--- src/rtl/wb_pkg.sv ---
// rtl/wb_pkg.sv - shared types and constants for the register writeback queue
package wb_pkg;

    localparam int XLEN = 32;
    localparam int AW   = 5;

    localparam logic [AW-1:0] REG_ZERO = 5'd0;

    typedef struct packed {
        logic            valid;
        logic [AW-1:0]   rd;
        logic [XLEN-1:0] data;
    } wb_entry_t;

endpackage

--- src/rtl/wb_fwd_match.sv ---
// rtl/wb_fwd_match.sv - youngest-match lookup of one read index across pending writebacks
module wb_fwd_match
    import wb_pkg::*;
#(
    parameter int DEPTH = 4
) (
    input  wb_entry_t [DEPTH-1:0]         entries_i,
    input  logic [$clog2(DEPTH)-1:0]      head_i,
    input  logic [$clog2(DEPTH):0]        count_i,
    input  logic [AW-1:0]                 rs_i,
    output logic                          hit_o,
    output logic [XLEN-1:0]               data_o
);

    localparam int PW = $clog2(DEPTH);
    localparam int CW = PW + 1;

    logic [PW-1:0] idx;

    // Walk oldest to youngest so a later match overwrites an earlier one.
    always_comb begin
        hit_o  = 1'b0;
        data_o = '0;
        idx    = '0;
        for (int k = 0; k < DEPTH; k++) begin
            idx = head_i + PW'(k);
            if ((CW'(k) < count_i) && entries_i[idx].valid &&
                (entries_i[idx].rd == rs_i) && (rs_i != REG_ZERO)) begin
                hit_o  = 1'b1;
                data_o = entries_i[idx].data;
            end
        end
    end

endmodule

--- src/rtl/writeback_queue.sv ---
// rtl/writeback_queue.sv - in-order register writeback buffer with read-port forwarding
module writeback_queue #(
    parameter int DEPTH = 4,
    parameter int XLEN  = 32,
    parameter int AW    = 5
) (
    input  logic                       clk,
    input  logic                       reset,
    input  logic                       in_valid,
    output logic                       in_ready,
    input  logic [AW-1:0]              in_rd,
    input  logic [XLEN-1:0]            in_data,
    input  logic                       wb_enable,
    output logic                       wb_write,
    output logic [AW-1:0]              wb_rd,
    output logic [XLEN-1:0]            wb_data,
    input  logic [AW-1:0]              rs1,
    input  logic [AW-1:0]              rs2,
    output logic                       fwd1_hit,
    output logic [XLEN-1:0]            fwd1_data,
    output logic                       fwd2_hit,
    output logic [XLEN-1:0]            fwd2_data,
    output logic [$clog2(DEPTH):0]     count,
    output logic                       empty,
    output logic                       full
);

    localparam int PW = $clog2(DEPTH);
    localparam int CW = PW + 1;

    wb_pkg::wb_entry_t [DEPTH-1:0] entries_q, entries_d;
    logic [PW-1:0] head_q, head_d;
    logic [PW-1:0] tail_q, tail_d;
    logic [CW-1:0] count_q, count_d;

    logic push_fire;
    logic enq;
    logic pop;

    assign empty    = (count_q == '0);
    assign full     = (count_q == CW'(DEPTH));
    assign in_ready = !full;
    assign count    = count_q;

    // x0 requests complete the handshake but never occupy a slot.
    assign push_fire = in_valid && in_ready;
    assign enq       = push_fire && (in_rd != wb_pkg::REG_ZERO);

    assign wb_write = !reset && !empty && wb_enable;
    assign pop      = wb_write;
    assign wb_rd    = empty ? '0 : entries_q[head_q].rd;
    assign wb_data  = empty ? '0 : entries_q[head_q].data;

    always_comb begin
        entries_d = entries_q;
        head_d    = head_q;
        tail_d    = tail_q;
        count_d   = count_q;
        if (pop) begin
            entries_d[head_q].valid = 1'b0;
            head_d                  = head_q + 1'b1;
        end
        if (enq) begin
            entries_d[tail_q].valid = 1'b1;
            entries_d[tail_q].rd    = in_rd;
            entries_d[tail_q].data  = in_data;
            tail_d                  = tail_q + 1'b1;
        end
        case ({enq, pop})
            2'b10:   count_d = count_q + 1'b1;
            2'b01:   count_d = count_q - 1'b1;
            default: count_d = count_q;
        endcase
    end

    always_ff @(posedge clk) begin
        if (reset) begin
            entries_q <= '0;
            head_q    <= '0;
            tail_q    <= '0;
            count_q   <= '0;
        end else begin
            entries_q <= entries_d;
            head_q    <= head_d;
            tail_q    <= tail_d;
            count_q   <= count_d;
        end
    end

    wb_fwd_match #(.DEPTH(DEPTH)) u_fwd1 (
        .entries_i (entries_q),
        .head_i    (head_q),
        .count_i   (count_q),
        .rs_i      (rs1),
        .hit_o     (fwd1_hit),
        .data_o    (fwd1_data)
    );

    wb_fwd_match #(.DEPTH(DEPTH)) u_fwd2 (
        .entries_i (entries_q),
        .head_i    (head_q),
        .count_i   (count_q),
        .rs_i      (rs2),
        .hit_o     (fwd2_hit),
        .data_o    (fwd2_data)
    );

endmodule

--- config.mk ---
export PLATFORM = sky130hd
export DESIGN_NAME = writeback_queue
export DESIGN_NICKNAME = d
export VERILOG_FILES = /design/src/rtl/wb_pkg.sv /design/src/rtl/wb_fwd_match.sv /design/src/rtl/writeback_queue.sv
export SDC_FILE = /design/constraint.sdc
export NUM_CORES = 1
export LEC_CHECK = 0
export CAP_MARGIN = 20
export CELL_PAD_IN_SITES_DETAIL_PLACEMENT = 2
export CELL_PAD_IN_SITES_GLOBAL_PLACEMENT = 2
export CORE_ASPECT_RATIO = 1.75
export CORE_MARGIN = 4
export CORE_UTILIZATION = 35
export DETAILED_ROUTE_END_ITERATION = 10
export GPL_ROUTABILITY_DRIVEN = 0
export HOLD_SLACK_MARGIN = 0.15
export PLACE_DENSITY_LB_ADDON = 0.1
export SYNTH_ARGS = -nofsm -noshare
export SYNTH_HDL_FRONTEND = slang
export SYNTH_SLANG_ARGS = --single-unit
--- constraint.sdc ---
create_clock -name clk -period 5.7 [get_ports clk]
set_input_delay 0.855 -clock clk [delete_from_list [all_inputs] [get_ports clk]]
set_output_delay 0.855 -clock clk [all_outputs]
set_load 0.01 [all_outputs]
==> flow_metrics.py, run 1 <==
metrics = {
    "final_layout": {
        "area_delta_synth_final_pct": 20.6,
        "num-nets-final": 1514,
        "drive_gt1_share_pct": 16.6,
    },
    "route": {
        "wl_per_cell_um": 26.3,
        "via_per_inst": 5.98,
        "route.vias.total": 11527,
        "drt_iter0_drc": 515,
        "totalWireLength_um": 50700,
        "dr.pass1.iters": 5,
        "antenna_left": 0,
        "drc": 0,
    },
    "cts": {
        "cts_tree": "done",
        "cts_made_buffers": 17,
        "cts_buffer_depth": 2,
        "cts_htree_levels": 4,
        "postCtsSetupRepairBufs": 0,
        "root_buffer": "clkbuf_16",
        "insertion_delay_ns": 0.45,
        "cts.sinks": 159,
        "clk_pin_slew_ns": 0.07,
    },
    "place": {
        "numPortBuffers": 160,
        "dp_hpwl_um": 34000,
    },
    "floorplan": {
        "die_w_um": 150,
        "coreArea_um2": 35200,
        "die_area_um2": 38600,
        "die_h_um": 257,
        "initial_utilization_pct": 35.3,
        "rows": 91,
        "ios": 161,
    },
    "sta": {
        "relSlewSlack_pct": 20.7,
        "period_needed_ns": 5.51,
        "worst_pin_slew_ns": 1.19,
        "finalHoldViolations": 0,
        "tns_ns": 0,
        "fmax_mhz": 182,
        "setup_viol": 0,
        "clock_skew_ns": 0.0113,
        "slew_viol_final": 0,
        "rsz0062_at_grt": "no",
        "finalCritPeriodShare_pct": 96.6,
    },
    "critical_path": {
        "crit_path_start_kind": "flip-flop",
        "endpoint_kind": "primary output",
        "r2r_slack_ns": 2.47,
        "r2r_start": "count[0]$_SDFFE_PP0P_",
        "rr_worst_depth": 8,
        "critPathArrivalTime_ns": 4.65,
        "cp_max_fo": 34,
        "setup.worst_path.class": "reg2out",
        "rr_endpoint": "entries_q[5]$_SDFFE_PP0P_",
        "cp.required_ns": 4.85,
    },
    "logic_synthesis": {
        "synth_edf_count": 0,
        "ys.flop_type": "dfxtp_1",
        "ys_ff_latch": 159,
        "synthesis.instances": 1374,
        "syn_nets": 1438,
        "synthesis.area_um2": 12400,
        "synth_cell_type_count": 51,
        "synth_warnings": 0,
        "async_reset_ff_share_pct": 0,
        "ys_seq_area_share_pct": 25.7,
        "syn_avg_cell_area_um2": 9.03,
    },
    "min_path": {
        "whs_endpoint": "entries_q[6]$_SDFFE_PP0P_",
        "worstHoldStart": "entries_q[6]$_SDFFE_PP0P_",
        "hold_class": "reg2reg",
        "hold_depth": 2,
    },
    "global_routing": {
        "grt_pass1_vias": 12850,
        "grt_max_degree": 89,
        "grt_remaining_overflow": 0,
        "grt_pass1_wl_um": 77800,
        "antenna_found_initial": 2,
        "grt_use_total_pct": 26.5,
    },
    "flow_run": {
        "max-cap-violations": 0,
    },
    "outcome": {
        "outcome": "completed",
    },
    "power_and_ir_drop": {
        "power_w": 0.00384,
        "power.density_nw_per_um2": 256,
        "p_leak_nw": 4.74,
        "peakVddDrop_uv": 206,
    },
}
[worst max-delay path, stage by stage, from the launching register on]
cell and delay (ns):
dfxtp_4 0.43, clkinv_1 0.15, ha_4 0.49, mux4_2 0.60
xnor2_1 0.18, nand4_1 0.16, nor4b_4 0.43, buf_12 0.34
nor3_1 0.10, buf_4 0.16, a221oi_1 0.46, o22ai_1 0.17
clkdlybuf4s50_1 0.51
[cell usage in the layout (no fill, tap or decap), types with 6 or more instances in the layout]
| cell type | n |
|---|---|
| nand2_1 | 370 |
| clkdlybuf4s50_1 | 159 |
| a21oi_1 | 157 |
| dfxtp_1 | 157 |
| mux4_2 | 150 |
| nor2_1 | 42 |
| and2_1 | 39 |
| mux2i_1 | 37 |
| nand3_1 | 35 |
| mux2_1 | 29 |
| a31oi_1 | 29 |
| o21a_1 | 29 |
| buf_4 | 28 |
| xnor2_1 | 24 |
| o211ai_1 | 20 |
| clkbuf_16 | 17 |
| xor2_1 | 16 |
| inv_1 | 14 |
| ha_1 | 12 |
| o211ai_2 | 10 |
| o21ai_0 | 8 |
| o22ai_1 | 7 |
| a221oi_1 | 6 |
[per-stage QoR]
| stage | util (%) | std cells | worst slack [ns] | hold slack (ns) | instance area, um^2 |
|---|---|---|---|---|---|
| global route | 42.5 | 1928 | 0.00691 | 0.527 | 15000 |
| finish | 42.5 | 1929 | 0.191 | 0.499 | 15000 |
| CTS | 42.5 | 1927 | 0.169 | 0.501 | 15000 |
| floorplan | - | 1374 | 0.765 | 0.461 | 12400 |
| global placement | 40.7 | 1896 | 0.668 | 0.474 | 14300 |
| detailed placement | 40.7 | 1896 | 0.655 | 0.492 | 14300 |
[cells by family (layout without fill, tap and decap cells)]
group,count (synthesis),count (layout),share of synthesized area [%]
other,0,2,0
buffers and inverters,152,240,5.58
and+or+nand+nor,515,515,17.6
DFF,159,159,25.7
muxes,218,218,33.2
AOI/OAI and AO/OA,273,273,13.3
xor gates and xnor gates,44,44,3.35
adders and majority gates,13,13,1.31
[synthesized netlist by cell type (3+ instances only)]
cell type	n	share of area (%)
nand2_1	370	11
dfxtp_1	159	26
a21oi_1	157	6.3
mux4_2	150	27
clkbuf_1	81	2.5
and2_1	42	2.1
nor2_1	42	1.3
mux2i_1	37	3.0
nand3_1	35	1.4
a31oi_1	29	1.5
mux2_1	29	2.6
o21a_1	29	1.8
xnor2_1	24	1.7
buf_2	22	0.89
o211ai_1	20	1.2
xor2_1	16	1.1
buf_1	15	0.45
inv_1	14	0.42
buf_4	13	0.79
ha_1	13	1.3
o211ai_2	10	1.0
o21ai_0	8	0.32
o22ai_1	7	0.35
a221oi_1	6	0.42
buf_6	6	0.54
nand4_1	5	0.25
xnor2_2	4	0.52
nor3_1	3	0.12
[power by group]
part	internal, W	switching, W	leakage (nW)
sequential	0.00117	0.0000895	1.29
combinational	0.000573	0.000738	3.14
clock	0.000767	0.000496	0.303
total	0.00251	0.00132	4.74
[final cells by class]
type | instances | area (um^2)
inverter | 15 | 56.3
multi-input combinational | 1063 | 8580
fill | 3818 | 20200
clock inverter | 9 | 155
clock buffer | 22 | 474
timing repair buffer | 194 | 1920
tap | 465 | 582
sequential | 159 | 3190
antenna | 2 | 5.00
[per-layer routing]
layer  vias up  global-route usage [%]  share of wire [%]
met2       284                    51.1                 57
met1      6028                    27.9                 36
met3        99                    3.58                3.1
met4         0                    11.3                4.1
li1       5116                       -                  -
met5         -                       0                  0
[how the worst max path moves through the flow]
stage	end	start
after floorplan	fwd2_data[1]	head_q[1]$_SDFFE_PP0P_
after global placement	fwd2_data[20]	rs2[4]
after detailed placement	fwd1_data[2]	head_q[0]$_SDFFE_PP0P_
after CTS	fwd1_data[2]	head_q[0]$_SDFFE_PP0P_
after global routing	fwd1_data[2]	head_q[0]$_SDFFE_PP0P_
final	fwd1_data[2]	head_q[0]$_SDFFE_PP0P_
[registers in the layout, summed over array words and instances, names as in the netlist]
name / cells
count: 3
entries_q: 152
tail_q: 2
head_q: 2
[repair_timing]
action / 4_1_cts / 5_1_grt
setup endpoints to repair: 0 / 7
hold buffers: 0 / 0
resized for setup: 0 / 2
Note: power is estimated with default switching activity, not from simulation.
==> run 2: changes to the inputs <==
GPL_TIMING_DRIVEN = 1   (was not set)
==> results of run 2 <==
No change in the layout: final DEF, timing and power equal those of run 1.
